==> src/rtl/issue_rat_freelist_redeem_arb.sv <==
// Two-lane redeem arbiter: per-lane FIFOs of freed PRFs, round-robin merged onto the
// free list's single redeem port. Arbitration result is held while the port stalls.
module issue_rat_freelist_redeem_arb #(
  parameter int QUEUE_DEPTH = 4
) (
  input  logic       clk,
  input  logic       reset,
  input  logic [5:0] i_redeem0_prf,
  input  logic       i_redeem0_valid,
  output logic       o_redeem0_ready,
  input  logic [5:0] i_redeem1_prf,
  input  logic       i_redeem1_valid,
  output logic       o_redeem1_ready,
  output logic [5:0] o_redeemed_prf,
  output logic       o_redeemed_valid,
  input  logic       i_redeemed_ready
);

  localparam int AW = (QUEUE_DEPTH > 1) ? $clog2(QUEUE_DEPTH) : 1;
  localparam int CW = AW + 1;
  localparam logic [CW-1:0] FULL_CNT = CW'(QUEUE_DEPTH);

  logic [5:0]    mem_q   [2][QUEUE_DEPTH];
  logic [AW-1:0] wptr_q  [2];
  logic [AW-1:0] wptr_d  [2];
  logic [AW-1:0] rptr_q  [2];
  logic [AW-1:0] rptr_d  [2];
  logic [CW-1:0] count_q [2];
  logic [CW-1:0] count_d [2];
  logic          prio_q, prio_d;
  logic          lock_q, lock_d;
  logic          lockLane_q, lockLane_d;

  logic [1:0]    laneValid, laneReady, nonEmpty, enq, deq;
  logic          winner, outValid, handshake;

  always_comb begin
    laneValid = {i_redeem1_valid, i_redeem0_valid};
    for (int n = 0; n < 2; n++) begin
      nonEmpty[n]  = (count_q[n] != '0);
      laneReady[n] = ~reset & (count_q[n] != FULL_CNT);
      enq[n]       = laneValid[n] & laneReady[n];
    end

    // A stalled offer keeps its lane even if the other lane becomes favoured.
    if (lock_q)
      winner = lockLane_q;
    else if (&nonEmpty)
      winner = prio_q;
    else
      winner = ~nonEmpty[0];

    outValid  = ~reset & (|nonEmpty);
    handshake = outValid & i_redeemed_ready;
    deq       = {winner & handshake, ~winner & handshake};

    for (int n = 0; n < 2; n++) begin
      wptr_d[n]  = wptr_q[n] + AW'(enq[n]);
      rptr_d[n]  = rptr_q[n] + AW'(deq[n]);
      count_d[n] = count_q[n] + CW'(enq[n]) - CW'(deq[n]);
    end

    prio_d     = prio_q;
    lock_d     = lock_q;
    lockLane_d = lockLane_q;
    if (handshake) begin
      prio_d = ~winner;
      lock_d = 1'b0;
    end else if (outValid) begin
      lock_d     = 1'b1;
      lockLane_d = winner;
    end
  end

  always_ff @(posedge clk) begin
    if (reset) begin
      for (int n = 0; n < 2; n++) begin
        wptr_q[n]  <= '0;
        rptr_q[n]  <= '0;
        count_q[n] <= '0;
      end
      prio_q     <= 1'b0;
      lock_q     <= 1'b0;
      lockLane_q <= 1'b0;
    end else begin
      for (int n = 0; n < 2; n++) begin
        wptr_q[n]  <= wptr_d[n];
        rptr_q[n]  <= rptr_d[n];
        count_q[n] <= count_d[n];
      end
      prio_q     <= prio_d;
      lock_q     <= lock_d;
      lockLane_q <= lockLane_d;
    end
  end

  // Storage needs no reset; enq is already gated off by reset through the readies.
  always_ff @(posedge clk) begin
    if (enq[0]) mem_q[0][wptr_q[0]] <= i_redeem0_prf;
    if (enq[1]) mem_q[1][wptr_q[1]] <= i_redeem1_prf;
  end

  assign o_redeem0_ready  = laneReady[0];
  assign o_redeem1_ready  = laneReady[1];
  assign o_redeemed_valid = outValid;
  assign o_redeemed_prf   = outValid ? mem_q[winner][rptr_q[winner]] : 6'd0;

endmodule

==> config.mk <==
export PLATFORM = sky130hd
export DESIGN_NAME = issue_rat_freelist_redeem_arb
export DESIGN_NICKNAME = d
export VERILOG_FILES = /design/src/rtl/issue_rat_freelist_redeem_arb.sv
export SDC_FILE = /design/constraint.sdc
export NUM_CORES = 1
export LEC_CHECK = 0
export BUFFER_PORTS_ARGS = -buffer_cell sky130_fd_sc_hd__buf_4
export CORE_UTILIZATION = 25
export DETAILED_ROUTE_END_ITERATION = 7
export GPL_ROUTABILITY_DRIVEN = 0
export PLACE_DENSITY = 0.41
export SLEW_MARGIN = 40
export SYNTH_ARGS = -nofsm -noshare
export SYNTH_HDL_FRONTEND = slang
export SYNTH_SLANG_ARGS = --single-unit
==> constraint.sdc <==
create_clock -name clk -period 5.2 [get_ports clk]
set_clock_uncertainty 0.1 [all_clocks]
set_input_delay 0.78 -clock clk [delete_from_list [all_inputs] [get_ports clk]]
set_output_delay 0.78 -clock clk [all_outputs]
set_load 0.01 [all_outputs]
==> metrics.txt, run 1 <==
# clock sinks 65; compound-cell area share of the yosys netlist 3.05%; antenna-violating nets left 0; Area contributors post-synth edfxtp_1 52%, dfxtp_1 12%, mux4_2 9.8%, mux2i_1 2.6%, nor2_1 2.2%; Cells after Synth 175; Top-Level Pins 26; CP arrival 2.16 ns; Post-synth ARST share 0%; Post-synth EDFFs 48; total gr overflow 0; die width 107 µm; CP Launch Type flop; mux cell area share after synthesis 13.2%; Pleak 0.00115 µW; CP endpoint kind primary output; fraction of layout cells with a size suffix above 1 31.6%; library cells used by synthesis 34; FF-to-FF Start lock_q$_SDFFE_PP0P_; vias in the first global route 1478; total track usage 9.75%; most frequent cell after synthesis edfxtp_1; clock-pin slew on the worst setup and hold paths 0.08 ns; status complete, no violations; critical path class reg -> out; drt drc 0; min-delay src prio_q$_SDFFE_PP0N_; highest achievable clock rate 0.329 GHz; die height 107 µm; Final Slew Violations 0; initial antenna violation count 0; worst vdd ir 0.261 mV; final hold viol count 0; Avg Inst Size Synth 15.7 µm²; WHS 0.361 ns; number of post-CTS setup repair buffers 0; Vias/cell 4.14; post-cts hold buffer count 0; H-Tree Depth 3; HPWL after DPL 3.42 mm; main combinational cell family by area after synthesis multiplexers; die area 0.0114 mm²; total wire length 5.03 mm; Synth Area in Simple Gates 10.8%; Layout area overhead 20.1%; part of the Yosys area used for sequential elements 64.9%; ant diodes 0; fin crit share 58.5%; CP required 4.32 ns; first-pass GRT wire length 7.94 mm; RSZ-0062 raised after global routing no; CTS root buffer clkbuf_8; CTS tree yes; Synth Register Bits 65; number of CTS-inserted buffers 9; post-route minimum period 3.04 ns; cts repair resizes 0; Initial DRT Pass Iterations 4; Worst Setup SP lock_q$_SDFFE_PP0P_; Max Cap Viol 0; Starting DRT DRC Count 41; clk_lat worst skew 0.34 ns; CTS Buffer Depth 2; largest net degree at the start of global routing 25; Port Buffers 25; Synth Area in XOR/XNOR 2.55%; Slew headroom 58.1%; Initial Util 26.1%; Synth area leader edfxtp_1; Worst-Margin Slew 0.626 ns; Post-Synth Adder-Cell Area 3.28%; Worst Hold Class reg -> reg; post-synth top area share 52.5%; synth warn 0; FP Rows 37; Nets 228; vias 1430; synth cell count leaders 48 x edfxtp_1, 17 x dfxtp_1, 16 x nor2_1; final setup vio count 0; Netlist Area Pre-Place 0.00275 mm²; core area 0.0105 mm²; drt wl/cell 14.6 µm; crit path max fanout 12; syn nets 198; Top FF cell, synth edfxtp_1; PwrDens 513 mW/mm²; Final TNS setup 0 ns
critical path, cell delays in order (launching register included):
cell and delay, ns:
dfxtp_1 0.36, or4_4 0.56, o311ai_4 0.19, buf_4 0.26
mux2i_1 0.23, nor2_1 0.06, buf_4 0.15
placed cells by master (no fill, tap or decap), drive strengths merged, types with 2 or more instances in the layout:
cell type,n
mux2,2
fa,2
buf,26
nor2b,8
xnor2,6
mux2i,7
clkbuf,9
o21ai,2
nor2,16
mux4,12
nor3,5
ha,4
nand2b,3
or4,2
xor2,2
edfxtp,48
inv,7
nor3b,5
a21oi,6
clkinv,2
clkinvlp,3
and3,2
nand2,5
dfxtp,17
final timing paths:
check	endpoint	slack, ns	cells after the start
min reg2reg	prio_q$_SDFFE_PP0N_	0.36	2
min	prio_q$_SDFFE_PP0N_	0.36	2
max	o_redeemed_prf[5]	2.16	6
max reg2reg	count_q[0][5]$_SDFF_PP0_	2.54	9
cells by family after synthesis:
group,count (synthesis)
AO/OA/AOI/OAI,11
XOR/XNOR,8
adder cells (fa/ha/maj),6
buffers and inverters,14
flip-flops,65
multiplexers,21
AND/OR/NAND/NOR,50
layout make-up:
class / count / area, µm²
Clock buffer: 9 / 124
Tap cell: 136 / 170
Clock inverter: 6 / 70.1
Fill cell: 1043 / 7210
Inverter: 7 / 26.3
Timing Repair Buffer: 26 / 195
Multi-Input combinational cell: 96 / 932
Sequential cell: 65 / 1780
metal layers:
layer  wire, µm  track usage (%)  up-vias
li1           -                -      712
met1       2600             13.7      683
met2       2150             13.5       26
met3        176             3.28        9
met4        100             4.40        0
met5          0                0        -
per-stage QoR:
stage | utilization, % | instance area, µm² | std cells | setup WS (ns) | power [µW]
2_1_floorplan | - | 2750 | 175 | 2.70 | 1130
3_3_place_gp | 29.2 | 3070 | 329 | 2.36 | 1280
3_5_place_dp | 29.4 | 3090 | 329 | 2.40 | 1280
4_1_cts | 31.3 | 3290 | 344 | 2.22 | 1710
5_1_grt | 31.4 | 3300 | 345 | 2.02 | 1800
6_report | 31.4 | 3300 | 345 | 2.16 | 1690
where the power goes:
group          internal (µW)  leakage [µW]  switching (µW)  total (µW)
combinational            300      0.000492             272         572
sequential               616      0.000575            80.8         697
clock                    220     0.0000875             203         423
sequential cells by signal (all words and copies together), names as in the netlist:
name,flops
mem_q,48
lock_q,1
wptr_q,4
prio_q,1
rptr_q,4
count_q,6
lockLane_q,1
Note: power is estimated with default switching activity, not from simulation.
==> run 2, diff against run 1 <==
Settings changed: ABC_AREA from default to 1.
Clock period 5.2 ns to 2.8 ns, I/O delays scaled along.
==> run 2 against run 1 <==
The flow now finishes with violations (design-rule violations); sequential power increased by 71%; sequential share of layout area is 6.0 points lower; combinational power grew to 2.8 times the previous value; core utilization grew 0.59 points; clock-buffer cell count is 3 higher; worst setup slack got worse by 2.0 ns; sequential cell count unchanged; largest cell class unchanged; highest routed layer unchanged.
==> metrics.txt, run 2 <==
Post-Place Worst Slack 0.260 ns (-2.14 ns); Layout area overhead 22.6%; FP Rows 39 (+5.4%); CTS root buffer clkbuf_16; Top-Level Pins 26 (unchanged); Post-synth EDFFs 48 (unchanged); Initial Util 26.1% (-0.051 points); first-pass GRT wire length 10.4 mm (+31%); die height 112 µm (+4.9%); Port Buffers 25 (unchanged); Starting DRT DRC Count 104 (+150%); crit-path max cell delay 0.37 ns (-0.19 ns); ant diodes 0 (unchanged); P_sw 1450 µW (+160%); crit-path cells nand2_1 -> buf_4 -> nand3_1 -> nand2_2 -> nand2_1 -> nand2_1 -> nand2_1 -> nand2_1 -> nor2_1 -> buf_4; CP required 2.28 ns (-2.04 ns); total power 3780 µW (+120%); Switching Fraction 38.4% (+5.5 points); commonest non-fill, non-tap cell in the layout nand2_1; WHS 0.200 ns (-0.161 ns); CP Launch Type flop; PwrDens 1020 mW/mm² (+98%); post-route minimum period 2.61 ns; WL met3 225 µm (+28%); fin crit share 93.3%; post-synth top area share 47.6% (-4.9 points); Synth Register Bits 65 (unchanged); CTS Buffer Depth 2 (unchanged); # clock sinks 65 (unchanged); Post-synth ARST share 0% (unchanged); largest net degree at the start of global routing 38 (+52%); Vias/cell 4.24 (+2.3%); synth warn 0 (unchanged); Top FF cell, synth edfxtp_1; CP arrival 2.09 ns (-0.07 ns); Nets 391 (+71%); clock network fraction of design power 25.5% (+0.5 points); Slew headroom 77.2% (+19 points); Worst-Margin Slew 0.341 ns (-0.285 ns); Final TNS setup 0 ns (unchanged); die width 112 µm (+4.9%); Max Cap Viol 0 (unchanged); DR WL met2 3.40 mm (+58%); library cells used by synthesis 33 (-2.9%); final hold viol count 0 (unchanged); Synth area leader edfxtp_1; clock-pin slew on the worst setup and hold paths 0.05 ns (-0.03 ns); Final Slew Violations 0 (unchanged); Initial DRT Pass Iterations 6 (+2); slack of the critical path 0.189 ns (-1.97 ns); core area 0.0116 mm² (+11%); Util after Layout 32.0% (+0.59 points); initial antenna violation count 0 (unchanged); part of the Yosys area used for sequential elements 58.8% (-6.1 points); P_int 2330 µW (+100%); antenna-violating nets left 0 (unchanged); Avg Inst Size Synth 9.24 µm² (-41%); H-Tree Depth 3 (unchanged); Area contributors post-synth edfxtp_1 48%, nand2_1 13%, dfxtp_1 11%, inv_1 5.6%, nor2_1 4.3%; die area 0.0126 mm² (+10%); fraction of layout cells with a size suffix above 1 18.5% (-13 points); total gr overflow 0 (unchanged); logic gate share of total power 43.1% (+9.3 points); worst vdd ir 0.434 mV (+67%); syn nets 351 (+77%); CP endpoint kind primary output; met1 WL 2.94 mm (+13%); max layer used met4; Critical-path top delay cell dfxtp_1; Pleak 0.00165 µW (+43%); max FFs per register 48 (unchanged); vias in the first global route 2180 (+47%); drt wl/cell 12.8 µm (-12%); failing checks design-rule violations; Netlist Area Pre-Place 0.00303 mm² (+10%); final setup vio count 0 (unchanged); filler cell count 1219 (+17%); synth cell count leaders 102 x nand2_1, 48 x edfxtp_1, 45 x inv_1; status finished, violations left; drt drc 2 (+2); Worst Hold Class in -> reg; critical path class reg -> out; clk_lat worst skew 0.32 ns (-0.02 ns); sequential share of power 31.4% (-9.8 points); CTS tree yes; number of CTS-inserted buffers 9 (unchanged); Cells after Synth 328 (+87%); most frequent CP cell nand2_1; crit path max fanout 14 (+2); HPWL after DPL 4.91 mm (+44%); total track usage 11.0% (+1.3 points); highest achievable clock rate 0.383 GHz; most frequent cells in the layout 102 x nand2_1, 48 x edfxtp_1, 45 x inv_1; most frequent cell after synthesis nand2_1; vias 2189 (+53%); total wire length 6.61 mm (+31%); RSZ-0062 raised after global routing no
[run 2: changes by cell type after synthesis, moves of 8 or more]
cell     delta
nand2_1    +97
inv_1      +38
nor2_1     +19
mux4_2     -12
o21ai_0     +9
nor2b_1     -8
[run 2: power by group through the flow]
stage	Sequential, µW	Clock (µW)	Combinational (µW)
4_1_cts	1190	993	1510
5_1_grt	1200	1030	1860
3_3_place_gp	1200	0	1480
3_5_place_dp	1210	0	1500
6_report	1190	963	1630
2_1_floorplan	1190	0	1210
[run 2: cell type report]
type,instances,area (µm²),share of cell area (%)
clock buffer,12,236,6.37
clock inverter,4,20.0,0.539
inverter,50,190,5.12
multi-input combinational,205,1020,27.4
sequential,65,1780,48.0
tap,143,179,4.82
timing repair buffer,37,290,7.81
[run 2: worst paths after layout]
kind / depth (start not counted) / slack (ns) / start / end
worst max-delay path: 10 / 0.19 / lock_q$_SDFFE_PP0P_ / o_redeemed_prf[2]
worst min-delay path: 1 / 0.20 / i_redeem0_prf[5] / mem_q[0][11]$_DFFE_PP_
worst max register to register: 14 / 0.31 / count_q[0][5]$_SDFF_PP0_ / count_q[0][1]$_SDFF_PP0_
worst min register to register: 2 / 0.38 / lockLane_q$_SDFFE_PP0P_ / lockLane_q$_SDFFE_PP0P_
[run 2: per-layer routing]
| layer | GRT usage (%) | vias to the layer above |
|---|---|---|
| met1 | 12.6 | 1038 |
| met3 | 3.19 | 6 |
| li1 | - | 1114 |
| met5 | 0 | - |
| met4 | 4.00 | 0 |
| met2 | 19.6 | 31 |
[run 2: logic make-up after synthesis]
family / Yosys count / share of synthesized area [%]
AO/OA/AOI/OAI: 21 / 3.92
flip-flops: 65 / 58.8
AND/OR/NAND/NOR: 172 / 24.6
adder cells (fa/ha/maj): 6 / 2.97
buffers and inverters: 59 / 8.22
XOR/XNOR: 5 / 1.45
[run 2: timing repair]
action / in CTS / in global routing
hold buffers: 0 / 0
pin swaps: 0 / 1
endpoints found under the hold margin: 0 / 0
gates cloned: 0 / 1
setup endpoints to repair: 2 / 6
resized for setup: 1 / 0
setup buffers: 0 / 2
[run 2: critical path, delay by kind of cell (launching register included)]
kind | cells | cell delay, ns
and+or+nand+nor | 8 | 0.98
DFF | 1 | 0.37
buffers and inverters | 2 | 0.42
[run 2: per-stage QoR]
| step | cell area [µm²] | std cells |
|---|---|---|
| finish | 3710 | 516 |
| global route | 3710 | 516 |
| CTS | 3680 | 513 |
| detailed placement | 3410 | 497 |
| global placement | 3410 | 497 |
| floorplan | 3030 | 328 |
==> run 3, diff against run 2 <==
Settings changed: PLACE_DENSITY 0.41 to 0.49.
==> run 3 against run 2 <==
The flow still finishes with violations (design-rule violations); final cell count fell by 0.19%; global-route usage decreased by 0.13 points; worst hold slack got worse by 0.0050 ns; clock-buffer cell count unchanged; critical path depth is 3 higher; worst setup slack gained 0.017 ns; first-iteration DRC count shrank 0.96%; core utilization fell by 0.15 points; sequential power is essentially flat; critical path type unchanged.
==> metrics.txt, run 3 (synthesized netlist as in run 2, its figures left out) <==
status finished, violations left; failing checks design-rule violations; Initial DRT Pass Iterations 8 (+2); total wire length 6.35 mm (-4.0%); final setup vio count 0 (unchanged); highest achievable clock rate 0.385 GHz (+0.65%); slack of the critical path 0.206 ns (+0.0169 ns); flop-to-flop setup slack 0.32 ns (about the same); CTS root buffer clkbuf_16; crit path max fanout 18 (+4); antenna-violating nets left 0 (unchanged); CP arrival 2.07 ns (-0.02 ns); filler cell count 1221 (+0.16%); vias 2154 (-1.6%); total gr overflow 0 (unchanged); crit-path cells nor2_2 -> a21oi_2 -> nand2_4 -> buf_4 -> nand2_4 -> nand2_1 -> nand2_1 -> nand2_1 -> nand2_1 -> nand2_1 -> nand2_1 -> nor2_1 -> buf_4; Slew headroom 83.7% (+6.5 points); min-delay src i_redeem0_prf[5]; Post-Place Worst Slack 0.249 ns (-0.0109 ns); clk_lat worst skew 0.32 ns (about the same); most frequent CP cell nand2_1; CP endpoint kind primary output; crit-path max cell delay 0.33 ns (-0.04 ns); ant diodes 0 (unchanged); initial antenna violation count 0 (unchanged); worst hold path stage count 1 (unchanged); logic gate share of total power 42.7% (-0.4 points); Layout area overhead 22.1%; Worst Hold Class in -> reg; drt wl/cell 12.3 µm (-3.8%); # clock sinks 65 (unchanged); commonest non-fill, non-tap cell in the layout nand2_1; final hold viol count 0 (unchanged); PwrDens 1020 mW/mm² (-0.14%); Starting DRT DRC Count 103 (-0.96%); die width 112 µm (unchanged); placed cell area 0.00340 mm² (-0.22%); total track usage 10.9% (-0.13 points); P_int 2290 µW (-1.6%); H-Tree Depth 3 (unchanged); post-route minimum period 2.59 ns (-0.0169 ns); die area 0.0126 mm² (unchanged); first-pass GRT wire length 10.3 mm (-0.33%); largest net degree at the start of global routing 38 (unchanged); CTS Buffer Depth 2 (unchanged); Vias/cell 4.18 (-1.4%); Worst-Margin Slew 0.243 ns (-0.0980 ns); Hold Path Sink mem_q[0][5]$_DFFE_PP_; clock network fraction of design power 25.7% (+0.2 points); sequential share of power 31.6% (+0.2 points); Initial Util 26.1% (unchanged); most frequent cells in the layout 101 x nand2_1, 48 x edfxtp_1, 45 x inv_1; fin crit share 92.7% (-0.60 points); max FFs per register 48 (unchanged); vias in the first global route 2209 (+1.3%); fraction of layout cells with a size suffix above 1 18.5% (+0.050 points); Reg-to-Reg End count_q[0][5]$_SDFF_PP0_; FF-to-FF path depth 11 (-3); footprint of the multi-input gates 0.00102 mm² (+0.25%); HPWL after DPL 4.69 mm (-4.6%); CTS tree yes; Top-Level Pins 26 (unchanged); Pleak 0.00164 µW (-0.59%); core area 0.0116 mm² (unchanged); Final TNS setup 0 ns (unchanged); RSZ-0062 raised after global routing no; Nets 390 (-0.26%); CP Launch Type flop; Port Buffers 25 (unchanged); finished layout cell area 0.00370 mm² (-0.47%); FP Rows 39 (unchanged); Max Cap Viol 0 (unchanged); Non-Filler Instances 515 (-0.19%); Largest delay share family, worst path simple AND/OR/NAND/NOR gates; worst vdd ir 0.486 mV (+12%); Final Slew Violations 0 (unchanged); Switching Fraction 39.0% (+0.62 points); Critical-path top delay cell dfxtp_1; Bufs and invs on worst path 2 (unchanged); CP required 2.28 ns (about the same); die height 112 µm (unchanged); P_sw 1460 µW (+1.0%); FF-to-FF Start count_q[0][1]$_SDFF_PP0_; number of CTS-inserted buffers 9 (unchanged); critical path class reg -> out; clock-pin slew on the worst setup and hold paths 0.05 ns (about the same); drt drc 3 (+1); dpl cells 496 (-0.20%); FF+latch area 0.00178 mm² (unchanged)
-- run 3: final cells by class --
type,instances,share of cell area (%)
multi-input combinational,205,27.6
timing repair buffer,36,7.31
clock buffer,12,6.40
sequential,65,48.2
tap,143,4.84
clock inverter,4,0.541
inverter,50,5.14
-- run 3: how the worst max path moves through the flow --
stage,start,to,slack [ns],cells after the start
floorplan,reset,count_q[0][5]$_SDFF_PP0_,0.41,12
global placement,reset,count_q[0][5]$_SDFF_PP0_,0.33,12
detailed placement,reset,count_q[0][5]$_SDFF_PP0_,0.25,12
CTS,count_q[0][4]$_SDFF_PP0_,o_redeemed_prf[3],0.01,11
global route,count_q[0][1]$_SDFF_PP0_,o_redeemed_prf[2],0.03,13
finish,count_q[0][1]$_SDFF_PP0_,o_redeemed_prf[3],0.21,13
-- run 3: per-stage QoR --
| step | power, µW | util [%] | hold slack [ns] |
|---|---|---|---|
| 4_1_cts | 3690 | 31.5 | 0.185 |
| 2_1_floorplan | 2400 | - | 0.344 |
| 3_5_place_dp | 2710 | 29.3 | 0.376 |
| 3_3_place_gp | 2690 | 29.3 | 0.369 |
| 6_report | 3750 | 31.8 | 0.195 |
| 5_1_grt | 4070 | 31.8 | 0.188 |
-- run 3: power by group through the flow --
stage / Combinational, µW / Clock [µW] / Sequential, µW
after global routing: 1850 / 1030 / 1200
after global placement: 1490 / 0 / 1200
after CTS: 1520 / 989 / 1190
after detailed placement: 1510 / 0 / 1200
after floorplan: 1210 / 0 / 1190
final: 1600 / 966 / 1190
-- run 3: timing repair --
action,CTS,global route
hold buffers,0,0
setup buffers,0,2
setup endpoints to repair,0,6
resized for setup,0,2
-- run 3: routing by layer --
| layer | wire length, µm | track usage [%] | vias to the layer above |
|---|---|---|---|
| li1 | - | - | 1114 |
| met1 | 2980 | 12.8 | 1000 |
| met2 | 2990 | 18.8 | 33 |
| met3 | 300 | 3.56 | 7 |
| met4 | 74 | 3.47 | 0 |
| met5 | 0 | 0 | - |
